`config.mk`:
```
export PLATFORM = sky130hd
export DESIGN_NAME = add8_err_sweep
export DESIGN_NICKNAME = d
export VERILOG_FILES = /design/src/rtl/add8_char_pkg.sv /design/src/rtl/add8_err_metric.sv /design/src/rtl/add8_err_sweep.sv
export SDC_FILE = /design/constraint.sdc
export NUM_CORES = 1
export LEC_CHECK = 0
export CORE_MARGIN = 3
export CORE_UTILIZATION = 35
export DETAILED_ROUTE_END_ITERATION = 16
export REMOVE_ABC_BUFFERS = 1
export SLEW_MARGIN = 20
export SYNTH_ARGS = -nofsm -noshare
export SYNTH_HDL_FRONTEND = slang
export SYNTH_SLANG_ARGS = --single-unit
```
`constraint.sdc`:
```
create_clock -name clk -period 22.9 [get_ports clk]
set_clock_uncertainty 0.2 [all_clocks]
set_input_delay 5.725 -clock clk [delete_from_list [all_inputs] [get_ports clk]]
set_output_delay 5.725 -clock clk [all_outputs]
set_load 0.05 [all_outputs]
```
`src/rtl/add8_char_pkg.sv`:
```
// rtl/add8_char_pkg.sv - shared state encoding and metric width helpers for the adder error sweep
package add8_char_pkg;

    typedef enum logic [1:0] {
        IDLE  = 2'd0,
        SWEEP = 2'd1,
        DRAIN = 2'd2,
        DONE  = 2'd3
    } state_t;

    function automatic int cnt_w(input int w);
        return 2 * w + 1;
    endfunction

    function automatic int abs_w(input int w);
        return 3 * w + 1;
    endfunction

    function automatic int sq_w(input int w);
        return 4 * w + 2;
    endfunction

    function automatic int hd_w(input int w);
        return 2 * w + 4;
    endfunction

    // Popcount of a (w+1)-bit difference needs to hold the value w+1.
    function automatic int pc_w(input int w);
        return $clog2(w + 2);
    endfunction

endpackage

```
`src/rtl/add8_err_metric.sv`:
```
// rtl/add8_err_metric.sv - per-pair error metrics of an approximate sum against the exact sum
module add8_err_metric
    import add8_char_pkg::*;
#(
    parameter int W = 8
) (
    input  logic [W-1:0]            i_a,
    input  logic [W-1:0]            i_b,
    input  logic [W:0]              i_approx,
    output logic [W:0]              o_abs,
    output logic [2*W+1:0]          o_sq,
    output logic [pc_w(W)-1:0]      o_pc,
    output logic                    o_nz
);

    localparam int PC_W = pc_w(W);

    logic [W:0]          w_exact;
    logic signed [W+1:0] w_e;
    logic [W+1:0]        w_mag;
    logic [2*W+1:0]      w_abs_x;
    logic [W:0]          w_diff;

    always_comb begin
        w_exact = {1'b0, i_a} + {1'b0, i_b};
        w_e     = $signed({1'b0, i_approx}) - $signed({1'b0, w_exact});
        // |e| never exceeds 2**(W+1)-1, so the sign bit can be dropped after negation.
        w_mag   = w_e[W+1] ? -w_e : w_e;
        o_abs   = w_mag[W:0];
        w_abs_x = {{(W+1){1'b0}}, o_abs};
        o_sq    = w_abs_x * w_abs_x;
        o_nz    = |w_e;
        w_diff  = i_approx ^ w_exact;
        o_pc    = '0;
        for (int i = 0; i <= W; i++) begin
            o_pc = o_pc + {{(PC_W-1){1'b0}}, w_diff[i]};
        end
    end

endmodule

```
`src/rtl/add8_err_sweep.sv`:
```
// rtl/add8_err_sweep.sv - exhaustive operand sweep and error accumulation for one approximate adder
module add8_err_sweep
    import add8_char_pkg::*;
#(
    parameter int W = 8
) (
    input  logic                clk,
    input  logic                rst_n,
    input  logic                start,
    input  logic                hold,
    output logic [W-1:0]        a_out,
    output logic [W-1:0]        b_out,
    input  logic [W:0]          approx_sum,
    output logic                busy,
    output logic                done,
    output logic [2*W:0]        sample_cnt,
    output logic [2*W:0]        err_cnt,
    output logic [3*W:0]        abs_err_sum,
    output logic [4*W+1:0]      sq_err_sum,
    output logic [W:0]          wce,
    output logic [2*W+3:0]      hd_sum
);

    localparam int CNT_W = cnt_w(W);
    localparam int ABS_W = abs_w(W);
    localparam int SQ_W  = sq_w(W);
    localparam int HD_W  = hd_w(W);
    localparam int PC_W  = pc_w(W);
    localparam logic [2*W-1:0] K_ONE = {{(2*W-1){1'b0}}, 1'b1};

    state_t r_state;
    state_t w_next;
    logic   w_clear;
    logic   w_issue;
    logic   w_last;

    logic [2*W-1:0]   r_k;
    logic             r_v1;
    logic [W-1:0]     r_s1_a;
    logic [W-1:0]     r_s1_b;
    logic [W:0]       r_s1_approx;
    logic             r_v2;
    logic [W:0]       r_s2_abs;
    logic [2*W+1:0]   r_s2_sq;
    logic [PC_W-1:0]  r_s2_pc;
    logic             r_s2_nz;

    logic [W:0]       w_abs;
    logic [2*W+1:0]   w_sq;
    logic [PC_W-1:0]  w_pc;
    logic             w_nz;

    logic [CNT_W-1:0] r_sample_cnt;
    logic [CNT_W-1:0] r_err_cnt;
    logic [ABS_W-1:0] r_abs_sum;
    logic [SQ_W-1:0]  r_sq_sum;
    logic [W:0]       r_wce;
    logic [HD_W-1:0]  r_hd_sum;

    add8_err_metric #(.W(W)) u_metric (
        .i_a      (r_s1_a),
        .i_b      (r_s1_b),
        .i_approx (r_s1_approx),
        .o_abs    (w_abs),
        .o_sq     (w_sq),
        .o_pc     (w_pc),
        .o_nz     (w_nz)
    );

    assign w_last = (r_k == {(2*W){1'b1}});

    always_ff @(posedge clk or negedge rst_n) begin
        if (!rst_n) begin
            r_state <= IDLE;
        end else begin
            r_state <= w_next;
        end
    end

    // start is honoured regardless of hold; issue happens only on un-held SWEEP cycles.
    always_comb begin
        w_next  = r_state;
        w_clear = 1'b0;
        w_issue = 1'b0;
        case (r_state)
            IDLE, DONE: begin
                if (start) begin
                    w_next  = SWEEP;
                    w_clear = 1'b1;
                end
            end
            SWEEP: begin
                if (!hold) begin
                    w_issue = 1'b1;
                    if (w_last) begin
                        w_next = DRAIN;
                    end
                end
            end
            DRAIN: begin
                if (!r_v1 && !r_v2) begin
                    w_next = DONE;
                end
            end
            default: w_next = IDLE;
        endcase
    end

    always_ff @(posedge clk or negedge rst_n) begin
        if (!rst_n) begin
            r_k          <= '0;
            r_v1         <= 1'b0;
            r_s1_a       <= '0;
            r_s1_b       <= '0;
            r_s1_approx  <= '0;
            r_v2         <= 1'b0;
            r_s2_abs     <= '0;
            r_s2_sq      <= '0;
            r_s2_pc      <= '0;
            r_s2_nz      <= 1'b0;
            r_sample_cnt <= '0;
            r_err_cnt    <= '0;
            r_abs_sum    <= '0;
            r_sq_sum     <= '0;
            r_wce        <= '0;
            r_hd_sum     <= '0;
        end else if (w_clear) begin
            r_k          <= '0;
            r_v1         <= 1'b0;
            r_v2         <= 1'b0;
            r_sample_cnt <= '0;
            r_err_cnt    <= '0;
            r_abs_sum    <= '0;
            r_sq_sum     <= '0;
            r_wce        <= '0;
            r_hd_sum     <= '0;
        end else if (!hold) begin
            r_v1 <= w_issue;
            if (w_issue) begin
                r_s1_a      <= r_k[2*W-1:W];
                r_s1_b      <= r_k[W-1:0];
                r_s1_approx <= approx_sum;
                if (!w_last) begin
                    r_k <= r_k + K_ONE;
                end
            end
            r_v2 <= r_v1;
            if (r_v1) begin
                r_s2_abs <= w_abs;
                r_s2_sq  <= w_sq;
                r_s2_pc  <= w_pc;
                r_s2_nz  <= w_nz;
            end
            if (r_v2) begin
                r_sample_cnt <= r_sample_cnt + {{(CNT_W-1){1'b0}}, 1'b1};
                r_err_cnt    <= r_err_cnt + {{(CNT_W-1){1'b0}}, r_s2_nz};
                r_abs_sum    <= r_abs_sum + {{(ABS_W-W-1){1'b0}}, r_s2_abs};
                r_sq_sum     <= r_sq_sum + {{(SQ_W-2*W-2){1'b0}}, r_s2_sq};
                r_hd_sum     <= r_hd_sum + {{(HD_W-PC_W){1'b0}}, r_s2_pc};
                if (r_s2_abs > r_wce) begin
                    r_wce <= r_s2_abs;
                end
            end
        end
    end

    assign a_out       = r_k[2*W-1:W];
    assign b_out       = r_k[W-1:0];
    assign busy        = (r_state == SWEEP) || (r_state == DRAIN);
    assign done        = (r_state == DONE);
    assign sample_cnt  = r_sample_cnt;
    assign err_cnt     = r_err_cnt;
    assign abs_err_sum = r_abs_sum;
    assign sq_err_sum  = r_sq_sum;
    assign wce         = r_wce;
    assign hd_sum      = r_hd_sum;

endmodule
```
After elaboration in Yosys (flattened, before gate mapping) --
Cells that the tools add are included.
Storage, ports and cells: bits in registers 199, latch bits 0, memory bits (writable) 0, bits in read-only memories 0, bits of input ports 13, memories 0
Cells by class: $add $sub $neg 17, $mul 1, div/mod/pow operators 0, magnitude comparators 1, eq/ne operators 10, shift-type cells 0, multiplexer cells 37, bitwise operators 3, reduce and logical (&&, ||, !) cells 16
Operators with widths (count):
- $mux W17 | 6
- $mux W34 | 3
- $mux W25 | 3
- $mux W16 | 4
- $mux W20 | 3
- $mux W9 | 5
- $add A34 B18 Y34 | 1
- $add A4 B1 Y4 | 7
- $add A25 B9 Y25 | 1
- $add A20 B4 Y20 | 1
- $mul A9 B9 Y18 | 1
- $add A17 B1 Y17 | 1
- $add A17 B1 Y17 const B | 1
- $add A16 B1 Y16 const B | 1
- $eq A16 B16 Y1 const B | 1
- $reduce_and A3 Y1 | 4
- $ne A2 B2 Y1 const B | 5
- $reduce_or A10 Y1 | 1
- $sub A9 B9 Y10 | 1
- $add A8 B8 Y9 | 1
- $gt A9 B9 Y1 | 1
- $neg A9 Y9 | 1
- $xor A9 B9 Y9 | 1
- $mux W1 | 8
- other kinds (15) | 23

Longest topological paths before layout --
Gate-level depths: netlist of run 1.
word-level depth 10, gate-level depth with buffers 34

Hierarchy --
A second synthesis of run 1 with hierarchy kept.
Second synthesis, totals: cell total of the unflattened synthesis 1409, area, all modules 13422.9 um^2
Modules (own cells, without submodules):
- add8_err_sweep | times used 1, cells each 1016, area an instance 10228.6 um^2
- add8_err_metric | times used 1, cells each 393, area an instance 3194.3 um^2

Least setup slack after synthesis of run 1 --
OpenSTA, ideal clock, no wires.
path kind input to register, start in hold, end reg r_sq_sum[33] (netlist: sq_err_sum[33]), setup time 0.132 ns, data arrival time 7.371 ns, required time 22.568 ns, slack 15.198 ns, cell stages on the path 10, cell sequence nand2b_1 buf_2 nand2_4 nand2_1 or3_1 buf_2 a2111oi_4 o2111ai_1 xor2_1 nor2_1
On the way: cells in the longest elaborated chain, start to end 2
RTL lines:
- start: declaration | RTL line add8_err_sweep.sv:10 | input logic hold,
- $ne A2 B1 Y1 (no source line)
- $reduce_and A2 Y1 (no source line)
- end signal: assignment | RTL line add8_err_sweep.sv:158 | r_sq_sum <= r_sq_sum + {{(SQ_W-2*W-2){1'b0}}, r_s2_sq};
- end: declaration | RTL line add8_err_sweep.sv:56 | logic [SQ_W-1:0] r_sq_sum;
No other way between the ends. A chain may end at the register's enable or synchronous reset.

Worst setup path in the final report of run 1 --
start reg r_s1_a[0], end reg r_s2_sq[17]
On the way: cells in the longest elaborated chain, start to end 5
RTL lines:
- start: declaration | RTL line add8_err_sweep.sv:39 | logic [W-1:0] r_s1_a;
- start signal: assignment | RTL line add8_err_sweep.sv:140 | r_s1_a <= r_k[2*W-1:W];
- $add A8 B8 Y9 (*) | RTL line add8_err_metric.sv:25 | w_exact = {1'b0, i_a} + {1'b0, i_b};
- $sub A9 B9 Y10 (*) | RTL line add8_err_metric.sv:26 | w_e = $signed({1'b0, i_approx}) - $signed({1'b0, w_exact});
- $neg A9 Y9 | RTL line add8_err_metric.sv:28 | w_mag = w_e[W+1] ? -w_e : w_e;
- $mux W9 (*) | RTL line add8_err_metric.sv:28
- $mul A9 B9 Y18 (*) | RTL line add8_err_metric.sv:31 | o_sq = w_abs_x * w_abs_x;
- end signal: assignment | RTL line add8_err_sweep.sv:150 | r_s2_sq <= w_sq;
- end: declaration | RTL line add8_err_sweep.sv:44 | logic [2*W+1:0] r_s2_sq;
Mark *: on every way between the ends. The rest lies on a longest branch, timed or not.

==> results of run 1 <==
[cell type report]
class,instances,share of cell area [%]
timing repair buffer,161,10.04
multi-input combinational,1042,47.94
clock buffer,18,2.768
inverter,132,3.139
clock inverter,14,1.065
tap,504,3.975
sequential,197,31.07
[Yosys cell counts, types with 3 or more instances]
library cell and number:
inv_1 130, xor2_1 60, nor3_1 17, clkbuf_1 25, and4_1 3, or3_1 15
mux2_2 25, nor3b_1 6, nand2b_1 16, o211ai_1 4, nand3_1 31, ha_1 102
xnor2_2 3, o2111ai_1 5, a21oi_1 79, a21o_1 25, mux2i_1 17, o31ai_1 6
o21ai_1 7, nand2_1 178, and3_1 23, dfrtp_1 197, xor2_2 4, o21ai_0 65
nor4_1 4, a21boi_0 4, buf_1 13, o21bai_1 10, nand4_1 16, buf_2 3
o21a_1 11, and2_1 3, nor4b_1 5, nor2b_1 8, nor2_1 141, fa_1 43
a211oi_1 7, xnor2_1 57
[worst reg2reg max path, delay by kind of cell (launching register included)]
family	cells	cell delay, ns
and+or+nand+nor	5	0.55
buffers and inverters	4	0.21
DFF	1	0.38
adders and majority gates	8	3.20
xor gates and xnor gates	2	0.87
AOI/OAI and AO/OA	11	3.05
[registers in the layout, summed over array words and instances (netlist names)]
signal / flops
sq_err_sum: 34
abs_err_sum: 25
hd_sum: 20
err_cnt: 17
sample_cnt: 17
r_k: 16
r_s2_sq: 16
r_s1_approx: 9
r_s2_abs: 9
wce: 9
r_s1_a: 8
r_s1_b: 8
r_s2_pc: 4
r_state: 2
r_s2_nz: 1
r_v1: 1
r_v2: 1
[worst max path at each step]
stage | end | depth (start not counted) | slack [ns]
finish | r_s2_sq[17]$_DFFE_PN0P_ | 30 | 14.36
global route | r_s2_sq[16]$_DFFE_PN0P_ | 27 | 13.71
CTS | r_s2_sq[17]$_DFFE_PN0P_ | 32 | 14.33
detailed placement | r_s2_sq[16]$_DFFE_PN0P_ | 7 | 14.16
global placement | r_s2_sq[16]$_DFFE_PN0P_ | 7 | 14.22
floorplan | sample_cnt[14]$_DFFE_PN0P_ | 6 | 13.28
[metrics by stage]
step,worst slack (ns),cell area (um2),hold slack (ns)
2_1_floorplan,13.28,13020,0.2498
3_3_place_gp,14.22,15260,0.2793
3_5_place_dp,14.16,15260,0.2788
4_1_cts,14.33,15860,0.2951
5_1_grt,13.71,15860,0.3294
6_report,14.36,15860,0.2939
[layer usage]
metal | part of all wire, % | vias up | global-route usage (%) | wire length, um
li1 | - | 5022 | - | -
met1 | 48 | 4999 | 22.19 | 15160
met2 | 48 | 168 | 26.40 | 15150
met3 | 3.6 | 23 | 2.665 | 1143
met4 | 1.3 | 0 | 3.867 | 403
met5 | 0 | - | 0 | 0
[cell families (layout without fill, tap and decap cells)]
family	Yosys count	in the layout	share of synthesized area (%)
and+or+nand+nor	477	477	16.53
muxes	42	42	3.425
xor gates and xnor gates	125	125	8.842
buffers and inverters	174	325	5.056
DFF	197	197	37.38
adders and majority gates	145	145	16.20
AOI/OAI and AO/OA	253	253	12.57
==> flow_summary.toml, run 1 <==
[run_status]
outcome = "finished, final reports clean"

[clocking]
hold_buffers = 0
clk_latency_ns = 0.45
tritoncts = "built"
clock-sinks = 197
cts.clk_slew.worst_paths_ns = 0.08
cts_setup_buffers = 0
numCtsBuffers = 17
cts_buffer_depth = 2
cts-resized-gates = 0
root_buffer = "clkbuf_16"
htreeDepth = 4

[place]
place_inst = 2036
place_congestion = 0.8481
port_buffers = 152
dp_hpwl_um = 24050

[synthesis]
synthCells = 1413
async_reset_ff_share_pct = 100.0
synth.largest_area_cell = "dfrtp_1"
synth_cell_types = 74
synth-edff-count = 0
netlist_top_cells_area = "dfrtp_1 (37%), ha_1 (9.7%), fa_1 (6.5%)"
synth_warnings = 0
synth_seq_cells = 197
synth.top_cell.area_share_pct = 37.38
ys_seq_area_share_pct = 37.38
synth_flop_cell = "dfrtp_1"
avgSynthCellArea_um2 = 9.334
syn_area_um2 = 13190

[cells_and_area]
layout-drive-gt1-share_pct = 6.266
stdcell_count = 2068
syn_to_final_growth_pct = 20.28
diodes = 0
final_util_pct = 43.02
register_area_um2 = 4930
final_common_cell = "dfrtp_1"
nFillCells = 3577
multi_input_area_um2 = 7605
layout_common_cells = "dfrtp_1 (197), nand2_1 (178), clkdlybuf4s50_1 (151), nor2_1 (141), inv_1 (130)"
finalNetCount = 1709

[job]
cap_violations = 0

[timing]
rsz0062_at_grt = "false"
post-route-period-util_pct = 37.31
final-max-slew-violation-count = 0
worstMarginPinSlew_ns = 0.9979
period_minus_slack_ns = 8.544
finalSetupTns_ns = 0
hold_viol_final = 0
setup_viol = 0
fmax_ghz = 0.1170
slew_headroom_pct = 33.35

[setup_path]
crit_arrival_ns = 8.72
crit_path_start = "r_s1_a[0]$_DFFE_PN0P_"
path_buf_inv = 4
start_kind = "register"
reg2regPathDepth = 30
worstReg2RegEnd = "r_s2_sq[17]$_DFFE_PN0P_"
end_kind = "register"
worstSetupPathType = "reg -> reg"
slowest_delay_ns = 0.78
slowest_stage = "xor2_1"
rrSetupSlack_ns = 14.36
reg2reg_from = "r_s1_a[0]$_DFFE_PN0P_"
critical_path.max_fanout = 11
worstPathRequired_ns = 23.07
cp_top_family = "adder cells"

[drt]
wl_per_cell_um = 15.41
totalWireLength_um = 31860
routed_via_density = 4.938
dr.pass1.iters = 5
drt_iter0_drc = 527
antenna_left = 0
vias = 10210
drc_errors = 0

[min_path]
worstHoldStart = "r_s2_sq[5]$_DFFE_PN0P_"
worst_hold_path_type = "reg -> reg"
hold_depth = 2
min_to = "r_s2_sq[5]$_DFFE_PN0P_"

[floorplan]
die_area_um2 = 40050
initial_core_util_pct = 35.77
io_pins = 153
fp.dieH_um = 200.1
rows = 70
core-area_um2 = 36870
fp.dieW_um = 200.1

[grt]
grt_pass1_wl_um = 53670
grt-ovfl-total = 0
grt_max_degree = 98
antenna_found_initial = 0
grt_usage_pct = 16.04
first_global_vias = 10250
Power of run 1 is not shown: default switching activity piles up to over one toggle a cycle in this logic, so the estimate is an artifact.
==> inputs of run 2 (changes only) <==
- clock period: 22.9 -> 8.37 ns (I/O delays scaled with it)
==> run 2 against run 1 <==
Effect of this change:
- cell count grew 0.39%
- final area is 0.58% higher
- sequential cell count unchanged
- die area is the same
- sequential share of layout area decreased by 0.18 points
- routed wire length is 0.89% higher
- non-clock buffer count is 8 higher
- fmax up 7.9%
- worst setup slack worse by 14 ns
- via count grew 0.59%
- clock-buffer cell count is 2 higher
- largest cell class unchanged
- hold slack got worse by 0.00075 ns
==> flow_summary.toml, run 2 (same netlist as run 1, synthesis figures left out) <==
[clocking]
clk_latency_ns = 0.45
numCtsBuffers = 17
cts.clk_slew.worst_paths_ns = 0.07
root_buffer = "clkbuf_16"
cts_buffer_depth = 2
tritoncts = "built"
clock-sinks = 197
htreeDepth = 4
hold_buffers = 0

[run_status]
outcome = "finished, final reports clean"

[setup_path]
path_buf_inv = 5
end_kind = "register"
crit_top_cell = "fa_1"
cp_top_family = "adder cells"
start_kind = "register"
worstSetupPathType = "reg -> reg"
slowest_stage = "fa_1"
worstPathRequired_ns = 8.55
critical_path.max_fanout = 6
slowest_delay_ns = 0.56
crit_arrival_ns = 8.09

[place]
pre_cts_ws_ns = 0.2730
port_buffers = 152
dp_hpwl_um = 23810
place_congestion = 0.8530

[drt]
dr.pass1.iters = 5
wl_per_cell_um = 15.48
totalWireLength_um = 32140
route.met2.wl_um = 15360
route.met3.wl_um = 1067
antenna_left = 0
routed_via_density = 4.948
drc_errors = 0
wl_met1_um = 15250
drt_iter0_drc = 491
dr.max_layer_used = "met4"
vias = 10270

[cells_and_area]
diodes = 0
final_util_pct = 43.27
syn_to_final_growth_pct = 20.98
layout-drive-gt1-share_pct = 7.125
layout_common_cells = "dfrtp_1 (197), nand2_1 (178), clkdlybuf4s50_1 (151), nor2_1 (140), inv_1 (129)"
largest_reg_flops = 34
final_common_cell = "dfrtp_1"
finalNetCount = 1717

[floorplan]
initial_core_util_pct = 35.77
die_area_um2 = 40050
io_pins = 153
core-area_um2 = 36870
rows = 70
fp.dieH_um = 200.1
fp.dieW_um = 200.1

[grt]
first_global_vias = 10240
grt_max_degree = 73
antenna_found_initial = 0
grt-ovfl-total = 0
grt_pass1_wl_um = 53770
grt_usage_pct = 16.23

[timing]
slew_headroom_pct = 32.58
setup_ws_ns = 0.4544
setup_viol = 0
fmax_ghz = 0.1263
post-route-period-util_pct = 94.57
finalSetupTns_ns = 0
worstMarginPinSlew_ns = 1.009
period_minus_slack_ns = 7.916
hold_viol_final = 0
final-max-slew-violation-count = 0

[min_path]
worst_hold_path_type = "reg -> reg"

[job]
cap_violations = 0
## run 2: worst register-to-register path, delay by kind of cell, from the launching register on
| family | cells | cell delay, ns |
|---|---|---|
| buffers and inverters | 5 | 0.43 |
| DFF | 1 | 0.38 |
| adders and majority gates | 8 | 3.43 |
| xor gates and xnor gates | 2 | 0.38 |
| AOI/OAI and AO/OA | 11 | 2.57 |
| and+or+nand+nor | 5 | 0.45 |
## run 2: routing by layer
metal	GRT usage, %	vias up
met5	0	-
met4	3.816	0
met3	2.730	27
met2	27.12	138
met1	22.12	5053
li1	-	5054
## run 2: final timing paths
path / from / to / slack [ns] / cells past startpoint
setup / recovery: r_s1_a[0]$_DFFE_PN0P_ / r_s2_sq[17]$_DFFE_PN0P_ / 0.45 / 31
hold / removal: r_s2_pc[0]$_DFFE_PN0P_ / r_s2_pc[0]$_DFFE_PN0P_ / 0.29 / 2
setup reg to reg: r_s1_a[0]$_DFFE_PN0P_ / r_s2_sq[17]$_DFFE_PN0P_ / 0.45 / 31
hold reg to reg: r_s2_pc[0]$_DFFE_PN0P_ / r_s2_pc[0]$_DFFE_PN0P_ / 0.29 / 2
max in group asynchronous: rst_n / r_s1_a[5]$_DFFE_PN0P_ / 5.14 / 2
min in group asynchronous: rst_n / sq_err_sum[10]$_DFFE_PN0P_ / 1.46 / 1
## run 2: area by class of cell
cell class	instances	area, um2
Clock buffer	20	456.7
Clock inverter	12	121.4
Fill cell	3526	20920
Inverter	132	498.0
Multi-Input combinational cell	1042	7666
Sequential cell	197	4930
Tap cell	504	630.6
Timing Repair Buffer	169	1653
## run 2: what timing repair did
action	4_1_cts	5_1_grt
resized for setup	0	10
setup buffers	0	3
setup endpoints to repair	0	7
## run 2: through the flow
stage,instances,hold slack [ns],area [um2]
after floorplan,1371,0.2498,13020
final,2076,0.2932,15960
after global placement,2041,0.2772,15290
after detailed placement,2041,0.2828,15290
after CTS,2073,0.2993,15870
after global routing,2076,0.3287,15960
Power of run 2 is left out for the same reason.
==> inputs of run 3 (changes only) <==
- CTS_BUF_LIST: unset -> sky130_fd_sc_hd__clkbuf_2 sky130_fd_sc_hd__clkbuf_4 sky130_fd_sc_hd__clkbuf_8
==> run 3 against run 2 <==
Effect of this change:
- final area decreased by 1.1%
- sequential cell count is the same
- routed wire length is 0.27% higher
- largest cell class unchanged
- highest routed layer unchanged
==> flow_summary.toml, run 3 (same netlist as run 1, synthesis figures left out) <==
[floorplan]
fp.dieW_um = 200.1
die_area_um2 = 40050
initial_core_util_pct = 35.77
fp.dieH_um = 200.1
core-area_um2 = 36870
io_pins = 153
rows = 70

[run_status]
outcome = "finished, final reports clean"

[min_path]
worst_hold_path_type = "reg -> reg"

[drt]
totalWireLength_um = 32230
routed_via_density = 4.940
drt_iter0_drc = 515
wl_per_cell_um = 15.52
vias = 10260
dr.pass1.iters = 5
antenna_left = 0
drc_errors = 0

[clocking]
clock-sinks = 197
tritoncts = "built"
htreeDepth = 4
hold_buffers = 0
numCtsBuffers = 17
clk_latency_ns = 0.50
cts.clk_slew.worst_paths_ns = 0.11
root_buffer = "clkbuf_8"
cts_buffer_depth = 2

[grt]
grt_pass1_wl_um = 53760
antenna_found_initial = 0
grt_max_degree = 73
grt_usage_pct = 16.25
grt-ovfl-total = 0
first_global_vias = 10240

[timing]
worstMarginPinSlew_ns = 1.008
final-max-slew-violation-count = 0
slew_headroom_pct = 32.65
post-route-period-util_pct = 94.61
period_minus_slack_ns = 7.918
fmax_ghz = 0.1263
hold_viol_final = 0
setup_viol = 0
hold_ws_ns = 0.3007

[place]
port_buffers = 152
dp_hpwl_um = 23810
place_congestion = 0.8530

[cells_and_area]
finalNetCount = 1718
nFillCells = 3544
layout_common_cells = "dfrtp_1 (197), nand2_1 (178), clkdlybuf4s50_1 (151), nor2_1 (140), inv_1 (129)"
largest_reg_flops = 34
final_common_cell = "dfrtp_1"
syn_to_final_growth_pct = 19.64
diodes = 0
layout-drive-gt1-share_pct = 7.311

[setup_path]
slowest_stage = "fa_1"
slowest_delay_ns = 0.56
worstSetupPathType = "reg -> reg"
start_kind = "register"
end_kind = "register"
critical_path.max_fanout = 6
worstPathRequired_ns = 8.60
crit_arrival_ns = 8.14
crit_top_cell = "fa_1"

[job]
cap_violations = 0
[run 3: cell count changes in the layout (fill, tap and decap cells not counted), sizes merged]
cell / before / now
buf: 17 / 18
[run 3: metrics by stage]
step	util [%]	cells	setup slack, ns	setup TNS [ns]	cell area [um2]
CTS	42.53	2073	0.2398	0	15680
global route	42.79	2077	-0.01485	-0.01485	15780
global placement	41.48	2041	0.4238	0	15290
detailed placement	41.48	2041	0.2730	0	15290
finish	42.79	2077	0.4515	0	15780
floorplan	-	1371	0.6045	0	13020
[run 3: path summary, 6_finish.rpt]
kind | end | cells after the start | slack (ns) | start
worst max-delay path | r_s2_sq[17]$_DFFE_PN0P_ | 31 | 0.45 | r_s1_a[0]$_DFFE_PN0P_
worst min-delay path | r_s2_pc[0]$_DFFE_PN0P_ | 2 | 0.30 | r_s2_pc[0]$_DFFE_PN0P_
worst max register to register | r_s2_sq[17]$_DFFE_PN0P_ | 31 | 0.45 | r_s1_a[0]$_DFFE_PN0P_
worst min register to register | r_s2_pc[0]$_DFFE_PN0P_ | 2 | 0.30 | r_s2_pc[0]$_DFFE_PN0P_
max in group asynchronous | r_k[3]$_DFFE_PN0P_ | 2 | 5.19 | rst_n
min in group asynchronous | sq_err_sum[13]$_DFFE_PN0P_ | 1 | 1.41 | rst_n
[run 3: area by class of cell]
class	instances	area (um2)	share of cell area, %
Clock buffer	20	269.0	1.705
Clock inverter	12	121.4	0.7692
Inverter	132	498.0	3.156
Multi-Input combinational cell	1042	7670	48.61
Sequential cell	197	4930	31.24
Tap cell	504	630.6	3.997
Timing Repair Buffer	170	1660	10.52
[run 3: what timing repair did]
action,in CTS,in global routing
gates resized for setup,0,11
endpoints found under the setup margin,0,7
buffers inserted,0,4
[run 3: critical path: cells and delay by family, from the launching register on]
kind | cells | cell delay, ns
flip-flops | 1 | 0.40
buffers and inverters | 5 | 0.43
XOR/XNOR | 2 | 0.38
adder cells (fa/ha/maj) | 8 | 3.42
AND/OR/NAND/NOR | 5 | 0.45
AO/OA/AOI/OAI | 11 | 2.56
[run 3: routing by layer]
metal	GRT usage, %	up-vias	wire, um
li1	-	5045	-
met1	22.23	5070	15510
met2	27.07	123	15330
met3	2.682	22	928
met4	3.892	0	463
met5	0	-	0
Power of run 3 is left out for the same reason.
